`config.mk`:
```
export PLATFORM = sky130hd
export DESIGN_NAME = tilelink_n_to_1_arbiter
export DESIGN_NICKNAME = d
export VERILOG_FILES = /design/src/rtl/tilelink_n_to_1_arbiter.sv
export SDC_FILE = /design/constraint.sdc
export NUM_CORES = 1
export LEC_CHECK = 0
export ABC_AREA = 1
export CAP_MARGIN = 20
export CORE_AREA = 2 2 158 160
export CTS_CLUSTER_DIAMETER = 200
export DETAILED_ROUTE_END_ITERATION = 12
export DIE_AREA = 0 0 160 162
export PLACE_DENSITY_LB_ADDON = 0.1
export SYNTH_ARGS = -nofsm -noshare
export SYNTH_HDL_FRONTEND = slang
export SYNTH_SLANG_ARGS = --single-unit
```
`constraint.sdc`:
```
create_clock -name tilelink_clock_i -period 5.9 [get_ports tilelink_clock_i]
set_clock_uncertainty 0.05 [all_clocks]
set_input_delay 1.18 -clock tilelink_clock_i [delete_from_list [all_inputs] [get_ports tilelink_clock_i]]
set_output_delay 1.18 -clock tilelink_clock_i [all_outputs]
set_load 0.01 [all_outputs]
```
`src/rtl/tilelink_n_to_1_arbiter.sv`:
```
// tilelink_n_to_1_arbiter: round-robin M-to-1 TileLink-UL A-channel arbiter with burst lock
// and source-indexed D-channel demultiplexing.
module tilelink_n_to_1_arbiter #(
    parameter int M     = 2,
    parameter int TL_DW = 32,
    parameter int TL_AW = 32,
    parameter int TL_RS = 4,
    parameter int TL_SZ = 4,
    localparam int MW   = $clog2(M)
) (
    input  logic                    tilelink_clock_i,
    input  logic                    tilelink_reset_i,
    input  logic [3*M-1:0]          master_a_opcode,
    input  logic [3*M-1:0]          master_a_param,
    input  logic [TL_SZ*M-1:0]      master_a_size,
    input  logic [TL_RS*M-1:0]      master_a_source,
    input  logic [TL_AW*M-1:0]      master_a_address,
    input  logic [TL_DW/8*M-1:0]    master_a_mask,
    input  logic [TL_DW*M-1:0]      master_a_data,
    input  logic [M-1:0]            master_a_corrupt,
    input  logic [M-1:0]            master_a_valid,
    output logic [M-1:0]            master_a_ready,
    output logic [3*M-1:0]          master_d_opcode,
    output logic [2*M-1:0]          master_d_param,
    output logic [TL_SZ*M-1:0]      master_d_size,
    output logic [TL_RS*M-1:0]      master_d_source,
    output logic [M-1:0]            master_d_denied,
    output logic [M-1:0]            master_d_corrupt,
    output logic [M-1:0]            master_d_valid,
    output logic [TL_DW*M-1:0]      master_d_data,
    input  logic [M-1:0]            master_d_ready,
    output logic [2:0]              slave_a_opcode,
    output logic [2:0]              slave_a_param,
    output logic [TL_SZ-1:0]        slave_a_size,
    output logic [TL_RS+MW-1:0]     slave_a_source,
    output logic [TL_AW-1:0]        slave_a_address,
    output logic [TL_DW/8-1:0]      slave_a_mask,
    output logic [TL_DW-1:0]        slave_a_data,
    output logic                    slave_a_corrupt,
    output logic                    slave_a_valid,
    input  logic                    slave_a_ready,
    input  logic [2:0]              slave_d_opcode,
    input  logic [1:0]              slave_d_param,
    input  logic [TL_SZ-1:0]        slave_d_size,
    input  logic [TL_RS+MW-1:0]     slave_d_source,
    input  logic                    slave_d_denied,
    input  logic                    slave_d_corrupt,
    input  logic                    slave_d_valid,
    input  logic [TL_DW-1:0]        slave_d_data,
    output logic                    slave_d_ready
);
    localparam int LB = $clog2(TL_DW / 8);
    localparam logic [M-1:0] ONE = {{(M-1){1'b0}}, 1'b1};

    typedef enum logic {IDLE, BURST} state_t;

    state_t              state_q;
    logic [MW-1:0]       rr_q, lock_q, grant, sel, d_idx;
    logic [11:0]         cnt_q, beats_m1;
    logic                found, slot_free, accept, is_burst;
    logic [2:0]          sel_opcode;
    logic [TL_SZ-1:0]    sel_size;

    // Scan downward so the lowest offset from the pointer wins.
    always_comb begin
        grant = '0;
        found = 1'b0;
        for (int i = M - 1; i >= 0; i--) begin
            if (master_a_valid[(int'(rr_q) + i) % M]) begin
                grant = MW'((int'(rr_q) + i) % M);
                found = 1'b1;
            end
        end
    end

    assign slot_free      = !slave_a_valid || slave_a_ready;
    assign sel            = (state_q == BURST) ? lock_q : grant;
    assign master_a_ready = (!tilelink_reset_i && slot_free && (state_q == BURST || found)) ? ONE << sel : '0;
    assign accept         = |(master_a_ready & master_a_valid);
    assign sel_opcode     = master_a_opcode[int'(sel)*3 +: 3];
    assign sel_size       = master_a_size[int'(sel)*TL_SZ +: TL_SZ];
    assign is_burst       = (sel_opcode == 3'd0 || sel_opcode == 3'd1) && int'(sel_size) > LB;
    assign beats_m1       = 12'((1 << (int'(sel_size) - LB)) - 1);

    always_ff @(posedge tilelink_clock_i) begin
        if (tilelink_reset_i) begin
            state_q         <= IDLE;
            rr_q            <= '0;
            lock_q          <= '0;
            cnt_q           <= '0;
            slave_a_valid   <= 1'b0;
            slave_a_opcode  <= '0;
            slave_a_param   <= '0;
            slave_a_size    <= '0;
            slave_a_source  <= '0;
            slave_a_address <= '0;
            slave_a_mask    <= '0;
            slave_a_data    <= '0;
            slave_a_corrupt <= 1'b0;
        end else begin
            if (slot_free) slave_a_valid <= accept;
            if (accept) begin
                slave_a_opcode  <= sel_opcode;
                slave_a_param   <= master_a_param[int'(sel)*3 +: 3];
                slave_a_size    <= sel_size;
                slave_a_source  <= {sel, master_a_source[int'(sel)*TL_RS +: TL_RS]};
                slave_a_address <= master_a_address[int'(sel)*TL_AW +: TL_AW];
                slave_a_mask    <= master_a_mask[int'(sel)*(TL_DW/8) +: TL_DW/8];
                slave_a_data    <= master_a_data[int'(sel)*TL_DW +: TL_DW];
                slave_a_corrupt <= master_a_corrupt[sel];
                if (state_q == IDLE) begin
                    rr_q <= MW'((int'(sel) + 1) % M);
                    if (is_burst) begin
                        state_q <= BURST;
                        lock_q  <= sel;
                        cnt_q   <= beats_m1;
                    end
                end else begin
                    cnt_q <= cnt_q - 12'd1;
                    if (cnt_q == 12'd1) state_q <= IDLE;
                end
            end
        end
    end

    assign d_idx            = slave_d_source[TL_RS+MW-1 -: MW];
    assign master_d_valid   = slave_d_valid ? ONE << d_idx : '0;
    assign slave_d_ready    = (int'(d_idx) < M) ? master_d_ready[d_idx] : 1'b1;
    assign master_d_opcode  = {M{slave_d_opcode}};
    assign master_d_param   = {M{slave_d_param}};
    assign master_d_size    = {M{slave_d_size}};
    assign master_d_source  = {M{slave_d_source[TL_RS-1:0]}};
    assign master_d_denied  = {M{slave_d_denied}};
    assign master_d_corrupt = {M{slave_d_corrupt}};
    assign master_d_data    = {M{slave_d_data}};
endmodule

```
==> results of run 1 <==
-- per-layer routing --
| metal | share of wire, % | wire [µm] | global-route usage, % | vias to the layer above |
|---|---|---|---|---|
| li1 | - | - | - | 2855 |
| met1 | 42 | 8391 | 18.08 | 2488 |
| met2 | 46 | 9217 | 24.73 | 230 |
| met3 | 10 | 2073 | 6.844 | 18 |
| met4 | 1.2 | 248 | 3.604 | 0 |
| met5 | 0 | 0 | 0 | - |
-- power by group through the flow --
stage,combinational (µW),sequential [µW],clock [µW]
2_1_floorplan,329,798,0
3_3_place_gp,586,778,0
3_5_place_dp,582,778,0
4_1_cts,585,763,748
5_1_grt,637,771,763
6_report,574,763,713
-- worst paths after layout --
kind | to | slack (ns) | cells after the start
setup / recovery | master_a_ready[1] | 1.69 | 7
hold / removal | slave_a_source[4] | 0.42 | 2
hold reg to reg | slave_a_source[4] | 0.42 | 2
setup reg to reg | cnt_q[10] | 2.33 | 16
-- metrics by stage --
stage / hold slack (ns) / total power, µW / instances / area (µm²)
3_5_place_dp: 0.4189 / 1359 / 1247 / 7844
3_3_place_gp: 0.4143 / 1364 / 1247 / 7844
4_1_cts: 0.4314 / 2096 / 1262 / 8190
2_1_floorplan: 0.3946 / 1127 / 799 / 5708
5_1_grt: 0.4516 / 2171 / 1262 / 8190
6_report: 0.4216 / 2049 / 1262 / 8190
-- sequential cells by signal, summed over array words and instances (netlist names), 3 cells and up --
register and flops:
slave_a_opcode 3, slave_a_source 5, slave_a_size 4, slave_a_data 32
slave_a_address 32, cnt_q 12, slave_a_param 3, slave_a_mask 4
-- synthesized netlist by cell type, types with 3 or more instances --
library cell and n:
nand2_1 202, dfxtp_1 100, buf_4 95, a31oi_1 81, o21ai_0 81, nor2_1 36, inv_1 28, clkbuf_1 27
o21ai_1 27, a21oi_1 26, buf_2 17, nand3_1 13, ha_1 8, inv_2 7, nand4_1 7, buf_6 6
nand2_2 6, nor2_2 5, nand3_2 3, or2_2 3
-- kinds of logic after synthesis --
kind of cell | share of synthesized area, %
AOI/OAI and AO/OA | 21.22
xor gates and xnor gates | 0.6139
DFF | 35.07
buffers and inverters | 19.47
and+or+nand+nor | 21.50
adders and majority gates | 1.754
muxes | 0.3726
-- final cells by class --
class	instances	area (µm²)	area share, %
repair buffers	269	2693	32.87
multi-input cells	517	2600	31.74
flip-flops and latches	100	2002	24.44
well taps	324	405.4	4.950
clock buffers	10	239.0	2.918
inverters	37	143.9	1.757
clock inverters	5	107.6	1.314
-- critical path: stages --
cell and delay [ns]:
clkdlybuf4s50_1 0.53, nor2_4 0.05, inv_2 0.11, nand3_4 0.11
buf_4 0.31, nor2_4 0.16, clkdlybuf4s50_1 0.54
==> summary.txt, run 1 <==
Clock network
  • # hold bufs at CTS: 0
  • Worst-Skew Late Latency: 0.35 ns
  • Setup bufs post-CTS: 0
  • CTS buffer count: 9
  • Clock buffer depth: 2
  • Clock sink count: 100
  • # resized after CTS: 0
  • CTS HTree Levels: 3
  • CTS clock-pin slew for the worst setup and hold paths: 0.06 ns
  • CTS Root Cell: clkbuf_16
  • CTS tree: yes

Route
  • Initial DRC count: 330
  • Avg WL per Cell: 15.79 µm
  • 1st-pass router iterations: 4
  • Detail Route Antenna Nets: 0
  • Drt total wl: 19.93 mm
  • Vias per cell: 4.430
  • Vias: 5591
  • DRC Markers: 0

Power
  • Clock power frac: 34.8%
  • Combinational Power Share: 28.0%
  • Sequential power share: 37.2%
  • Net Sw Power: 602.8 µW
  • PwrDens: 250.2 mW/mm²
  • Design internal power: 1446 µW
  • Switching portion of total power: 29.42%
  • LEAKAGE: 0.003220 µW
  • Maximum vdd drop: 0.1331 mV

STA
  • Slew @ Worst Pin: 1.002 ns
  • Slew headroom: 33.21%
  • Fin. max-slew vios: 0
  • Total Neg Setup Slack: 0 ns
  • Minimum clock period after layout: 4.208 ns
  • Fin crit share: 71.32%
  • Setup repair after global routing missed its margin: false
  • Fmax: 237.6 MHz
  • Final Hold Fails: 0
  • Final setup fails: 0
  • Setup ws final: 1.692 ns

Synthesis
  • Synth top area share: 35.07%
  • Async S/R FF share, synth: 0%
  • Synth Register Bits: 100
  • Mapped Avg Cell Area: 7.144 µm²
  • Seq/Total Area, Yosys: 35.07%
  • Syn_nets: 1029
  • Netlist Area Pre-Place: 0.005708 mm²
  • Gate Count Post-Synth: 799
  • Leading area contributor after synthesis: dfxtp_1
  • Largest cells by area after synthesis: dfxtp_1 (35%), nand2_1 (13%), buf_4 (12%)
  • Yosys warning count: 0
  • Unique cell type count in the Yosys netlist: 35
  • Most frequently used flop master after synthesis: dfxtp_1
  • EDFF count, synth: 0

Floorplanning
  • Full die area: 0.02592 mm²
  • Die W: 160 µm
  • Initial core utilization: 23.68%
  • Die Height: 162 µm
  • FP Rows: 57
  • Boundary Pins: 406
  • Core Region: 0.02411 mm²

Layout
  • Area growth from synthesis to layout: 43.49%
  • Post-layout util: 33.98%
  • Commonest non-fill, non-tap cells in the layout: clkdlybuf4s50_1 (264), nand2_1 (202), dfxtp_1 (100)
  • Diode count: 0
  • Most common cell after layout, fill and taps aside: clkdlybuf4s50_1
  • Filler cells: 2647
  • Share of cells above drive strength 1: 5.970%
  • Final nets: 1164

Global routing
  • Pin count of the biggest net entering global routing: 112
  • GRT Total Usage: 15.08%
  • GR Overflow Total: 0
  • Initial antenna violation count: 0
  • Vias in the first global route: 5483
  • First-pass GRT wire length: 30.90 mm

Placement
  • I/O Buffers: 264
  • Routability cong.: 0.7806
  • Post-place setup slack: 1.493 ns
  • DP HPWL: 14.10 mm

Setup path
  • CP Capture Type: output port
  • WS Path Type: in -> out
  • Critical path launch point type: input pin
  • Critical path peak fanout: 42
  • R2r startpoint: state_q
  • Critical path required time: 4.67 ns
  • Setup crit start: master_a_valid[1]
  • Arr. time, crit path: 2.98 ns

Job
  • Max cap viols: 0

Outcome
  • Status: complete, no violations

Worst hold path
  • Min-Delay Path Class: reg -> reg
  • Worst hold start: slave_a_source[4]
No activity file was read; power rests on OpenSTA's default activity.
==> run 2: changes to the inputs <==
- clock period: 5.9 -> 3.8 ns (I/O delays scaled with it)
==> run 2 against run 1 <==
  * Count of clock-buffer cells in the layout shrank 1
  * Sequential cell count is the same
  * Critical path depth grew 12
  * Combinational power grew 62%
  * Sequential power grew 55%
  * Register-to-register slack lost 1.5 ns
  * Via count grew 0.84%
  * Die area is the same
  * Worst hold slack is essentially flat
  * Critical path type is now in -> reg
==> summary.txt, run 2 (same netlist as run 1, synthesis figures left out) <==
Setup path
  • Critical path launch point type: input pin
  • Critical path peak fanout: 6 (-86%)
  • Critical path required time: 4.03 ns (-0.64 ns)
  • R2R setup slack: 0.87 ns (-1.46 ns)
  • CP Capture Type: flip-flop
  • R2R Path End: cnt_q[6]
  • WS Path Type: in -> reg
  • R2r startpoint: state_q
  • Worst Reg-to-Reg Cells: 17 (+1)
  • Arr. time, crit path: 3.63 ns (+0.65 ns)

Floorplanning
  • Full die area: 0.02592 mm² (unchanged)
  • Boundary Pins: 406 (unchanged)
  • Initial core utilization: 23.68% (unchanged)
  • Die Height: 162 µm (unchanged)
  • FP Rows: 57 (unchanged)
  • Die W: 160 µm (unchanged)
  • Core Region: 0.02411 mm² (unchanged)

Clock network
  • Clock sink count: 100 (unchanged)
  • Setup bufs post-CTS: 0 (unchanged)
  • CTS tree: yes
  • CTS Root Cell: clkbuf_16
  • CTS HTree Levels: 3 (unchanged)
  • # resized after CTS: 0 (unchanged)
  • CTS buffer count: 9 (unchanged)
  • Clock buffer depth: 2 (unchanged)
  • Worst-Skew Late Latency: 0.35 ns (about the same)
  • # hold bufs at CTS: 0 (unchanged)
  • CTS clock-pin slew for the worst setup and hold paths: 0.08 ns (+0.02 ns)

Layout
  • Share of cells above drive strength 1: 7.450% (+1.5 points)
  • Area growth from synthesis to layout: 45.24%
  • Commonest non-fill, non-tap cells in the layout: clkdlybuf4s50_1 (264), nand2_1 (202), dfxtp_1 (100)
  • Diode count: 0 (unchanged)
  • Largest registers: slave_a_address (32), slave_a_data (32), cnt_q (12)
  • Most common cell after layout, fill and taps aside: clkdlybuf4s50_1
  • Post-layout util: 34.39% (+0.42 points)
  • Final Non-Filler Cells: 1277 (+1.2%)
  • Final nets: 1178 (+1.2%)

Global routing
  • Initial antenna violation count: 0 (unchanged)
  • First-pass GRT wire length: 31.91 mm (+3.3%)
  • GR Overflow Total: 0 (unchanged)
  • Pin count of the biggest net entering global routing: 97 (-13%)
  • GRT Total Usage: 15.45% (+0.37 points)
  • Vias in the first global route: 5683 (+3.6%)

Placement
  • I/O Buffers: 264 (unchanged)
  • Routability cong.: 0.8229 (+5.4%)
  • Placed cell count: 1261 (+1.1%)
  • DP HPWL: 14.58 mm (+3.4%)

Worst hold path
  • Worst hold start: slave_a_source[4]
  • Hold depth: 2 (unchanged)
  • Worst Hold Path EP: slave_a_source[4]
  • Min-Delay Path Class: reg -> reg

Route
  • Detail Route Antenna Nets: 0 (unchanged)
  • Vias: 5638 (+0.84%)
  • Initial DRC count: 244 (-26%)
  • Drt total wl: 20.23 mm (+1.5%)
  • Vias per cell: 4.415 (-0.34%)
  • DRC Markers: 0 (unchanged)
  • 1st-pass router iterations: 4 (unchanged)
  • Avg WL per Cell: 15.84 µm (+0.29%)

STA
  • Fin. max-slew vios: 0 (unchanged)
  • Slew headroom: 31.71% (-1.5 points)
  • Final Hold Fails: 0 (unchanged)
  • Setup repair after global routing missed its margin: false
  • Slew @ Worst Pin: 1.024 ns (+0.02243 ns)
  • WHS: 0.4212 ns (-0.0003450 ns)
  • Fmax: 294.0 MHz
  • Minimum clock period after layout: 3.401 ns
  • Fin crit share: 89.50%
  • Total Neg Setup Slack: 0 ns (unchanged)
  • Final setup fails: 0 (unchanged)

Power
  • Design internal power: 2135 µW (+48%)
  • LEAKAGE: 0.003281 µW (+1.9%)
  • Net Sw Power: 987.6 µW (+64%)
  • Maximum vdd drop: 0.2666 mV (+100%)
  • Combinational Power Share: 29.7% (+1.7 points)
  • PwrDens: 376.6 mW/mm² (+51%)
  • Switching portion of total power: 31.63% (+2.2 points)
  • Clock power frac: 32.5% (-2.3 points)
  • Sequential power share: 37.8% (+0.6 points)

Job
  • Max cap viols: 0 (unchanged)

Outcome
  • Status: complete, no violations
==> run 2: cell count changes in the layout (fill, tap and decap cells not counted), sizes merged <==
| cell | delta |
|---|---|
| buf | +14 |
| bufinv | -2 |
| clkinv | +2 |
| inv | +2 |
| clkbuf | -1 |
==> run 2: area by class of cell <==
type | count | area, µm²
fillers | 2672 | 15820
repair buffers | 283 | 2823
multi-input cells | 517 | 2600
flip-flops and latches | 100 | 2002
well taps | 324 | 405.4
clock buffers | 9 | 225.2
inverters | 37 | 143.9
clock inverters | 7 | 91.34
==> run 2: worst max-delay path, cell delays in order <==
cell and delay, ns:
clkdlybuf4s50_1 0.47, nor2_4 0.13, inv_2 0.06, nand3_4 0.12, inv_2 0.04, or2_2 0.26
o21ai_0 0.23, ha_1 0.31, nand3_2 0.12, nand2_4 0.07, nand3_1 0.11, nor2_1 0.15
nand2_1 0.08, ha_1 0.24, inv_1 0.09, nor2_1 0.06, xor2_1 0.14, nand2_1 0.06
a31oi_1 0.13
==> run 2: power by group through the flow <==
stage / registers, µW / clock network (µW) / logic (µW)
floorplan: 1240 / 0 / 510
global route: 1190 / 1090 / 1030
finish: 1180 / 1010 / 928
global placement: 1210 / 0 / 947
detailed placement: 1200 / 0 / 938
CTS: 1180 / 1060 / 943
==> run 2: how the worst max path moves through the flow <==
stage | end | slack (ns) | from
3_3_place_gp | cnt_q[6] | 0.12 | master_a_valid[1]
5_1_grt | cnt_q[6] | 0.05 | master_a_valid[1]
6_report | cnt_q[6] | 0.40 | master_a_valid[1]
4_1_cts | master_a_ready[0] | 0.38 | master_a_valid[1]
3_5_place_dp | cnt_q[6] | 0.04 | master_a_valid[1]
2_1_floorplan | cnt_q[6] | 0.55 | master_a_valid[1]
==> run 2: metal layers <==
| metal | part of all wire, % | routed length [µm] | global-route usage [%] |
|---|---|---|---|
| met1 | 43 | 8743 | 18.55 |
| met2 | 46 | 9320 | 25.68 |
| met3 | 9.9 | 1995 | 7.176 |
| met4 | 0.82 | 165 | 2.662 |
| met5 | 0 | 0 | 0 |
==> run 2: per-stage QoR <==
stage	power, µW	worst slack [ns]	area, µm²
after floorplan	1749	0.5459	5708
after global placement	2153	0.1238	7974
after detailed placement	2143	0.04320	7974
after CTS	3183	0.3846	8290
after global routing	3314	0.05113	8290
final	3122	0.3990	8290
==> run 3: changes to the inputs <==
- clock period: 3.8 -> 4.2 ns (I/O delays scaled with it)
==> run 3 against run 2 <==
  * Critical path depth unchanged
  * Setup slack improved by 0.23 ns
  * Count of clock-buffer cells in the layout did not move
  * Non-clock buffer count decreased by 5
  * Sequential power fell by 9%
  * Largest cell class unchanged
==> summary.txt, run 3 (same netlist as run 1, synthesis figures left out) <==
Outcome
  • Status: complete, no violations

Clock network
  • CTS HTree Levels: 3 (unchanged)
  • CTS clock-pin slew for the worst setup and hold paths: 0.07 ns (about the same)
  • Clock buffer depth: 2 (unchanged)
  • Clock sink count: 100 (unchanged)
  • CTS buffer count: 9 (unchanged)
  • Setup bufs post-CTS: 0 (unchanged)
  • # resized after CTS: 0 (unchanged)
  • CTS tree: yes
  • Worst-Skew Late Latency: 0.36 ns (about the same)
  • CTS Root Cell: clkbuf_16
  • # hold bufs at CTS: 0 (unchanged)

STA
  • Slew headroom: 32.84% (+1.1 points)
  • Total Neg Setup Slack: 0 ns (unchanged)
  • Setup ws final: 0.6240 ns (+0.2250 ns)
  • Slew @ Worst Pin: 1.007 ns (-0.01699 ns)
  • WHS: 0.4191 ns (-0.002093 ns)
  • Final setup fails: 0 (unchanged)
  • Minimum clock period after layout: 3.576 ns
  • Final Hold Fails: 0 (unchanged)
  • Fin crit share: 85.14%
  • Fin. max-slew vios: 0 (unchanged)
  • Fmax: 279.6 MHz
  • Setup repair after global routing missed its margin: false

Route
  • Vias: 5649 (+0.20%)
  • Vias per cell: 4.441 (+0.59%)
  • Initial DRC count: 322 (+32%)
  • 1st-pass router iterations: 4 (unchanged)
  • DRC Markers: 0 (unchanged)
  • Avg WL per Cell: 16.05 µm (+1.3%)
  • Detail Route Antenna Nets: 0 (unchanged)
  • Drt total wl: 20.41 mm (+0.92%)

Setup path
  • R2R setup slack: 1.16 ns (+0.29 ns)
  • Critical path launch point type: input pin
  • WS Path Type: in -> reg
  • Critical path peak fanout: 10 (+4)
  • Critical path required time: 4.44 ns (+0.41 ns)
  • Arr. time, crit path: 3.81 ns (+0.18 ns)
  • CP Capture Type: flip-flop

Layout
  • Diode count: 0 (unchanged)
  • Area growth from synthesis to layout: 44.24%
  • Commonest non-fill, non-tap cells in the layout: clkdlybuf4s50_1 (264), nand2_1 (202), dfxtp_1 (100)
  • Final nets: 1173 (-0.42%)
  • Largest registers: slave_a_address (32), slave_a_data (32), cnt_q (12)
  • Share of cells above drive strength 1: 6.962% (-0.49 points)
  • Most common cell after layout, fill and taps aside: clkdlybuf4s50_1

Floorplanning
  • Die Height: 162 µm (unchanged)
  • FP Rows: 57 (unchanged)
  • Initial core utilization: 23.68% (unchanged)
  • Die W: 160 µm (unchanged)
  • Full die area: 0.02592 mm² (unchanged)
  • Core Region: 0.02411 mm² (unchanged)
  • Boundary Pins: 406 (unchanged)

Job
  • Max cap viols: 0 (unchanged)

Placement
  • Post-place setup slack: 0.2556 ns (+0.2124 ns)
  • I/O Buffers: 264 (unchanged)
  • Routability cong.: 0.8255 (+0.32%)
  • DP HPWL: 14.72 mm (+0.99%)

Power
  • LEAKAGE: 0.003252 µW (-0.89%)
  • Clock power frac: 32.4% (about the same)
  • Design Power: 2806 µW (-10%)
  • Design internal power: 1918 µW (-10%)
  • Maximum vdd drop: 0.2173 mV (-19%)
  • Combinational Power Share: 29.4% (-0.3 points)
  • Sequential power share: 38.2% (+0.4 points)
  • Net Sw Power: 887.6 µW (-10%)
  • Switching portion of total power: 31.64% (about the same)
  • PwrDens: 340.8 mW/mm² (-9.5%)

Global routing
  • GR Overflow Total: 0 (unchanged)
  • Initial antenna violation count: 0 (unchanged)
  • First-pass GRT wire length: 31.69 mm (-0.67%)
  • Vias in the first global route: 5605 (-1.4%)
  • GRT Total Usage: 15.49% (+0.043 points)
  • Pin count of the biggest net entering global routing: 97 (unchanged)

Worst hold path
  • Min-Delay Path Class: reg -> reg
## run 3: area by class of cell
cell class / count / area (µm²)
multi-input cells: 517 / 2600
fillers: 2665 / 15870
inverters: 37 / 143.9
well taps: 324 / 405.4
clock buffers: 9 / 225.2
flip-flops and latches: 100 / 2002
clock inverters: 7 / 83.83
repair buffers: 278 / 2773
## run 3: metal layers
layer	part of all wire [%]	global-route usage (%)	routed length, µm
met1	43	18.45	8676
met2	45	24.81	9165
met3	11	7.457	2152
met4	2.0	4.627	417
met5	0	0	0
## run 3: critical path: stages
cell,delay (ns)
clkdlybuf4s50_1,0.46
nor2_4,0.12
inv_2,0.06
nand3_4,0.12
inv_2,0.04
or2_2,0.26
o21ai_0,0.22
ha_1,0.30
nand3_2,0.12
nand2_4,0.14
nand3_1,0.14
nor2_1,0.17
nand2_1,0.08
ha_1,0.25
inv_1,0.10
nor2_1,0.06
xor2_1,0.15
nand2_1,0.06
a31oi_1,0.12
## run 3: path summary, 6_finish.rpt
check                           cells after the start         startpoint        to
worst max-delay path                               19  master_a_valid[1]  cnt_q[6]
worst min register to register                      2             lock_q    lock_q
worst min-delay path                                2             lock_q    lock_q
worst max register to register                     17            state_q  cnt_q[6]
## run 3: power groups by stage
stage | combinational [µW] | sequential (µW) | clock, µW
6_report | 825 | 1070 | 909
5_1_grt | 917 | 1080 | 977
4_1_cts | 839 | 1070 | 944
3_5_place_dp | 836 | 1090 | 0
3_3_place_gp | 842 | 1090 | 0
2_1_floorplan | 462 | 1120 | 0
## run 3: through the flow
stage	util [%]	std cells	instance area (µm²)
after floorplan	-	799	5708
after global placement	32.87	1256	7924
after detailed placement	32.87	1256	7924
after CTS	34.15	1272	8233
after global routing	34.15	1272	8233
final	34.15	1272	8233
